`config.mk`:
```
export PLATFORM = sky130hd
export DESIGN_NAME = vector_reduce_accumulate_unit
export DESIGN_NICKNAME = d
export VERILOG_FILES = /design/src/rtl/vector_reduce_accumulate_unit_pkg.sv /design/src/rtl/vector_reduce_accumulate_unit_tree.sv /design/src/rtl/vector_reduce_accumulate_unit.sv
export SDC_FILE = /design/constraint.sdc
export NUM_CORES = 2
export LEC_CHECK = 0
export ABC_AREA = 1
export CAP_MARGIN = 20
export CORE_ASPECT_RATIO = 0.7
export CORE_MARGIN = 10
export CORE_UTILIZATION = 40
export CTS_BUF_LIST = sky130_fd_sc_hd__clkbuf_8
export DETAILED_ROUTE_END_ITERATION = 12
export SLEW_MARGIN = 30
export SYNTH_ARGS = -nofsm -noshare
export SYNTH_HDL_FRONTEND = slang
export SYNTH_HIERARCHICAL = 1
export SYNTH_SLANG_ARGS = --single-unit
```
`constraint.sdc`:
```
create_clock -name clk -period 4.1 [get_ports clk]
set_clock_uncertainty 0.15 [all_clocks]
set_input_delay 0.82 -clock clk [delete_from_list [all_inputs] [get_ports clk]]
set_output_delay 0.82 -clock clk [all_outputs]
set_load 0.02 [all_outputs]
```
`src/rtl/vector_reduce_accumulate_unit_pkg.sv`:
```
// ---------------------------------------------------------------------------
// vrau_pkg
// Shared definitions for the vector reduce / accumulate stage.
//   vrau_mode_t  : per-chain firmware mode codes (unknown codes act as PASS)
//   CHAIN_W      : chain id width for the default chain count
// ---------------------------------------------------------------------------
package vrau_pkg;

    typedef enum logic [7:0] {
        MODE_PASS      = 8'd0,
        MODE_SUM       = 8'd1,
        MODE_MAX       = 8'd2,
        MODE_MIN       = 8'd3,
        MODE_FRAME_SUM = 8'd4
    } vrau_mode_t;

    localparam int unsigned DEFAULT_MAX_CHAINS = 4;
    localparam int unsigned CHAIN_W            = $clog2(DEFAULT_MAX_CHAINS);

endpackage

```
`src/rtl/vector_reduce_accumulate_unit_tree.sv`:
```
// ---------------------------------------------------------------------------
// vector_reduce_tree
// Combinational reduction of an N-lane vector.
//   vector : N lanes of DATA_WIDTH, two's complement
//   sum    : lane sum, wraps modulo 2^DATA_WIDTH
//   smax   : signed maximum lane
//   smin   : signed minimum lane
// ---------------------------------------------------------------------------
module vector_reduce_tree #(
    parameter int unsigned N          = 8,
    parameter int unsigned DATA_WIDTH = 32
) (
    input  logic [N-1:0][DATA_WIDTH-1:0] vector,
    output logic [DATA_WIDTH-1:0]        sum,
    output logic [DATA_WIDTH-1:0]        smax,
    output logic [DATA_WIDTH-1:0]        smin
);

    // Heap-ordered binary tree: leaves at N..2N-1, root at 1, slot 0 unused.
    logic [DATA_WIDTH-1:0] sum_node [2*N];
    logic [DATA_WIDTH-1:0] max_node [2*N];
    logic [DATA_WIDTH-1:0] min_node [2*N];

    always_comb begin
        sum_node[0] = '0;
        max_node[0] = '0;
        min_node[0] = '0;
        for (int unsigned i = 0; i < N; i++) begin
            sum_node[N+i] = vector[i];
            max_node[N+i] = vector[i];
            min_node[N+i] = vector[i];
        end
        for (int unsigned i = N - 1; i >= 1; i--) begin
            sum_node[i] = sum_node[2*i] + sum_node[2*i+1];
            max_node[i] = ($signed(max_node[2*i]) > $signed(max_node[2*i+1]))
                          ? max_node[2*i] : max_node[2*i+1];
            min_node[i] = ($signed(min_node[2*i]) < $signed(min_node[2*i+1]))
                          ? min_node[2*i] : min_node[2*i+1];
        end
    end

    assign sum  = sum_node[1];
    assign smax = max_node[1];
    assign smin = min_node[1];

endmodule

```
`src/rtl/vector_reduce_accumulate_unit.sv`:
```
// ---------------------------------------------------------------------------
// vector_reduce_accumulate_unit
// Per-chain configurable reduction stage: PASS / SUM / MAX / MIN / FRAME_SUM.
// Two-cycle fixed latency, one vector per cycle, no backpressure.
//   clk, rst_n            : clock, asynchronous active-low reset
//   valid_in              : input vector valid (ignored while tracing==0)
//   bof_in, eof_in        : frame delimiters, travel with the data
//   chainId_in            : chain selecting mode and accumulator
//   tracing               : 1 = process, 0 = configure
//   configId, configData  : mode write (only while tracing==0)
//   vector_in             : N lanes of DATA_WIDTH
//   valid_out, vector_out : result
//   bof_out, eof_out, chainId_out : delimiters / chain delayed by 2 cycles
// ---------------------------------------------------------------------------
module vector_reduce_accumulate_unit
    import vrau_pkg::*;
#(
    parameter int unsigned                N                  = 8,
    parameter int unsigned                DATA_WIDTH         = 32,
    parameter int unsigned                MAX_CHAINS         = 4,
    parameter int unsigned                PERSONAL_CONFIG_ID = 0,
    parameter logic [MAX_CHAINS-1:0][7:0] INITIAL_FIRMWARE   = '0
) (
    input  logic                             clk,
    input  logic                             rst_n,
    input  logic                             valid_in,
    input  logic                             bof_in,
    input  logic                             eof_in,
    input  logic [$clog2(MAX_CHAINS)-1:0]    chainId_in,
    input  logic                             tracing,
    input  logic [7:0]                       configId,
    input  logic [7:0]                       configData,
    input  logic [N-1:0][DATA_WIDTH-1:0]     vector_in,
    output logic                             valid_out,
    output logic [N-1:0][DATA_WIDTH-1:0]     vector_out,
    output logic                             bof_out,
    output logic                             eof_out,
    output logic [$clog2(MAX_CHAINS)-1:0]    chainId_out
);

    localparam int unsigned CW = $clog2(MAX_CHAINS);

    logic [MAX_CHAINS-1:0][7:0]            fw;
    logic [MAX_CHAINS-1:0][DATA_WIDTH-1:0] acc;

    // Configuration decode. The unsigned subtraction wraps ids below the
    // window to huge values, so one compare covers both bounds.
    logic [31:0]   cfg_off;
    logic          cfg_hit;
    logic [CW-1:0] cfg_idx;

    assign cfg_off = 32'(configId) - PERSONAL_CONFIG_ID;
    assign cfg_hit = !tracing && (cfg_off < MAX_CHAINS);
    assign cfg_idx = cfg_off[CW-1:0];

    logic [DATA_WIDTH-1:0] tree_sum, tree_max, tree_min;

    vector_reduce_tree #(
        .N          (N),
        .DATA_WIDTH (DATA_WIDTH)
    ) u_tree (
        .vector (vector_in),
        .sum    (tree_sum),
        .smax   (tree_max),
        .smin   (tree_min)
    );

    // Stage 1
    logic [DATA_WIDTH-1:0]        s1_sum, s1_max, s1_min;
    logic [N-1:0][DATA_WIDTH-1:0] s1_vec;
    logic                         s1_valid, s1_bof, s1_eof;
    logic [CW-1:0]                s1_chain;
    logic [7:0]                   s1_mode;

    always_ff @(posedge clk or negedge rst_n) begin
        if (!rst_n) begin
            s1_sum   <= '0;
            s1_max   <= '0;
            s1_min   <= '0;
            s1_vec   <= '0;
            s1_valid <= 1'b0;
            s1_bof   <= 1'b0;
            s1_eof   <= 1'b0;
            s1_chain <= '0;
            s1_mode  <= '0;
        end else begin
            s1_sum   <= tree_sum;
            s1_max   <= tree_max;
            s1_min   <= tree_min;
            s1_vec   <= vector_in;
            s1_valid <= valid_in && tracing;
            s1_bof   <= bof_in;
            s1_eof   <= eof_in;
            s1_chain <= chainId_in;
            s1_mode  <= fw[chainId_in];
        end
    end

    // Stage 2 next-state. The accumulator is read and written in the same
    // stage, so a back-to-back vector of the same chain always sees the
    // value committed on the previous edge; no bypass path is needed.
    logic [DATA_WIDTH-1:0]        acc_base, acc_next;
    logic [N-1:0][DATA_WIDTH-1:0] nxt_vec;
    logic                         nxt_valid;
    logic                         acc_we;

    always_comb begin
        acc_base  = s1_bof ? '0 : acc[s1_chain];
        acc_next  = acc_base + s1_sum;
        nxt_valid = s1_valid;
        nxt_vec   = vector_out;
        acc_we    = 1'b0;
        case (s1_mode)
            MODE_SUM: begin
                nxt_vec    = '0;
                nxt_vec[0] = s1_sum;
            end
            MODE_MAX: begin
                nxt_vec    = '0;
                nxt_vec[0] = s1_max;
            end
            MODE_MIN: begin
                nxt_vec    = '0;
                nxt_vec[0] = s1_min;
            end
            MODE_FRAME_SUM: begin
                acc_we    = s1_valid;
                nxt_valid = s1_valid && s1_eof;
                if (s1_valid && s1_eof) begin
                    nxt_vec    = '0;
                    nxt_vec[0] = acc_next;
                end
            end
            default: begin
                nxt_vec = s1_vec;
            end
        endcase
    end

    always_ff @(posedge clk or negedge rst_n) begin
        if (!rst_n) begin
            valid_out   <= 1'b0;
            vector_out  <= '0;
            bof_out     <= 1'b0;
            eof_out     <= 1'b0;
            chainId_out <= '0;
        end else begin
            valid_out   <= nxt_valid;
            vector_out  <= nxt_vec;
            bof_out     <= s1_bof;
            eof_out     <= s1_eof;
            chainId_out <= s1_chain;
        end
    end

    // Firmware and accumulators. A mode write clears its chain's accumulator
    // and takes priority over a same-edge accumulation from a draining vector.
    always_ff @(posedge clk or negedge rst_n) begin
        if (!rst_n) begin
            fw  <= INITIAL_FIRMWARE;
            acc <= '0;
        end else begin
            if (acc_we) begin
                acc[s1_chain] <= acc_next;
            end
            if (cfg_hit) begin
                fw[cfg_idx]  <= configData;
                acc[cfg_idx] <= '0;
            end
        end
    end

endmodule

```
==> impl_metrics.env <==
export IMPL_ys_types=60
export IMPL_syn_nets=6357
export IMPL_die_width_um=434
export IMPL_track_usage_pct=28.5
export IMPL_crit_required_ns=4.76
export IMPL_fin_ws_ns=-2.72
export IMPL_syn_to_final_growth_pct=44.0
export IMPL_finalHoldViolCount=0
export IMPL_pin_count=541
export IMPL_period_minus_slack_ns=6.82
export IMPL_clock_latency_ns=0.91
export IMPL_fin_util_pct=57.9
export IMPL_synth_seq_cells=786
export IMPL_drv_slew=0
export IMPL_path_class="primary input to flop"
export IMPL_drt_pass1_iter_count=6
export IMPL_synth_top_family_by_area="adder cells"
export IMPL_core_um2=119000
export IMPL_synth_simple_gate_area_share_pct=15.5
export IMPL_syn_area_um2=47900
export IMPL_total_leakage_power_uw=0.0356
export IMPL_crit_arrival_ns=7.48
export IMPL_ir_drop_mv=0.928
export IMPL_cp_common_cell="nand2_2"
export IMPL_whs_ns=0.0300
export IMPL_slowest_stage="or4_4"
export IMPL_num_rows=106
export IMPL_vias_per_cell=5.23
export IMPL_slowest_delay_ns=0.54
export IMPL_fin_nets=7880
export IMPL_clockBufferDepth=3
export IMPL_slew_headroom_pct=35.5
export IMPL_cts_sinks=786
export IMPL_setup_viol=88
export IMPL_die_area_um2=134000
export IMPL_setup_tns_ns=-187.95
export IMPL_rsz0062_at_grt="yes"
export IMPL_syn_avg_cell_area_um2=8.69
export IMPL_max_freq_mhz=147
export IMPL_grt_pass1_wl_mm=287
export IMPL_start_kind="primary input"
export IMPL_max_cap_violations=0
export IMPL_crit_fanout=5
export IMPL_synthAdderAreaFrac_pct=17.6
export IMPL_hpwl_mm=152
export IMPL_wl_per_cell_um=22.7
export IMPL_synth_flop_cell="dfrtp_1"
export IMPL_p_per_area_nw_per_um2=649
export IMPL_wl_mm=198
export IMPL_die_h_um=310
export IMPL_finalPower_uw=44800
export IMPL_crit_path_end_kind="flop"
export IMPL_final_cell_mix="nand2_1, buf_4, dfrtp_1"
export IMPL_tightestPinTransition_ns=0.967
export IMPL_tritoncts="yes"
export IMPL_cts_made_buffers=132
export IMPL_vias=45500
export IMPL_synthMuxAreaShare_pct=0
export IMPL_fin_crit_sh_pct=166
export IMPL_antenna_found_initial=27
export IMPL_outcome="complete, but fails checks"
export IMPL_start_util_pct=40.2
export IMPL_final_antenna_net_count=0
export IMPL_synth_compound_area_share_pct=16.5
export IMPL_final_common_cell="nand2_1"
export IMPL_hp_class="primary input to flop"
export IMPL_grt_max_degree=135
export IMPL_io_buffers=540
export IMPL_first_iter_violations=4011
export IMPL_syn_inst=5515
export IMPL_ys_warnings_count=6
export IMPL_clkSlewWorstSetupHoldPaths_ns=0.06
export IMPL_cts_root_buffer="clkbuf_8"
export IMPL_crit_family="simple AND/OR/NAND/NOR gates"
export IMPL_place_congestion=0.932
export IMPL_synth_xor_area_share_pct=1.08
export IMPL_violations="negative setup slack"
export IMPL_grt_pass1_vias=44600
export IMPL_htree_levels=4
export IMPL_ys_seq_area_share_pct=41.1
export IMPL_drc=0
export IMPL_synthArstFlopShare_pct=100
export IMPL_drive_above_1_share_pct=25.8
export IMPL_path_buf_inv=11
export IMPL_synth_edf_count=0
export IMPL_grt_ovfl_total=0
==> cells in the mapped netlist (18+ instances only) <==
cell / instances / share of area [%]
a211oi_1: 20 / 0.31
a21o_1: 28 / 0.44
a21oi_1: 300 / 3.1
a221oi_1: 27 / 0.49
a22o_1: 224 / 4.1
buf_2: 81 / 0.85
clkbuf_1: 108 / 0.85
dfrtp_1: 786 / 41
fa_1: 184 / 7.7
ha_1: 378 / 9.9
inv_1: 768 / 6.0
nand2_1: 1172 / 9.2
nand3_1: 242 / 2.5
nand4_1: 27 / 0.35
nor2_1: 314 / 2.5
nor3_1: 21 / 0.22
o21a_1: 34 / 0.53
o21ai_0: 440 / 4.6
o21ai_1: 100 / 1.0
o21ai_2: 27 / 0.49
o22ai_1: 33 / 0.43
xnor2_1: 18 / 0.33
xor2_1: 39 / 0.71
==> metal layers <==
layer | vias to the layer above | global-route usage, % | part of all wire [%]
met5 | - | 0 | 0.025
met4 | 10 | 8.62 | 3.0
met3 | 273 | 5.66 | 7.5
met2 | 1696 | 44.7 | 45
met1 | 22300 | 39.6 | 44
li1 | 21300 | - | -
==> per-stage QoR <==
stage          worst slack (ns)  instance area, um2  std cells
3_3_place_gp              -4.12               62100       8327
2_1_floorplan             -2.10               48600       5515
4_1_cts                   -2.39               66500       8602
5_1_grt                   -2.80               69000       8710
3_5_place_dp              -4.24               62100       8327
6_report                  -2.72               69000       8712
==> final cells by class <==
class	instances	area, um2
well taps	1566	1960
repair inverters	2	22.5
flip-flops and latches	786	19700
clock inverters	68	507
repair buffers	1607	14600
inverters	781	3030
fillers	10600	50100
clock buffers	152	2090
diodes	22	55.1
multi-input cells	3728	27100
==> logic make-up after synthesis <==
logic type      Yosys count
compound gates         1284
xor+xnor                 58
fa+ha+maj               562
buf+inv                1002
flops                   786
simple gates           1823
==> where the power goes <==
part	internal (uW)	switching, uW	leakage, uW	total, uW
Sequential	9060	678	0.00956	9740
Clock	3720	3500	0.00146	7220
Combinational	12700	15200	0.0246	27800
==> registers in the layout (all words and copies together) (netlist names) <==
name	flops
s1_vec	256
vector_out	256
acc	128
fw	32
s1_max	32
s1_min	32
s1_sum	32
s1_mode	8
chainId_out	2
s1_chain	2
bof_out	1
eof_out	1
s1_bof	1
s1_eof	1
s1_valid	1
valid_out	1
==> worst paths after layout <==
check                                from  slack, ns  cells past startpoint     endpoint
max                        vector_in[153]      -2.72                     41    s1_max[9]
min                        vector_in[180]       0.03                      2  s1_vec[180]
max reg2reg                   s1_chain[1]       0.23                     20      acc[31]
min reg2reg                        s1_eof       0.22                      0      eof_out
max in group asynchronous           rst_n       2.35                      3   s1_vec[70]
min in group asynchronous           rst_n       0.32                      2     acc[126]
==> repair_timing <==
item	4_1_cts	5_1_grt
setup endpoints to repair	88	109
hold buffers	16	20
pin swaps	108	175
hold endpoints to repair	47	20
buffers inserted	26	55
resized for setup	422	537
gates cloned	14	15
No activity file was read; power rests on OpenSTA's default activity.
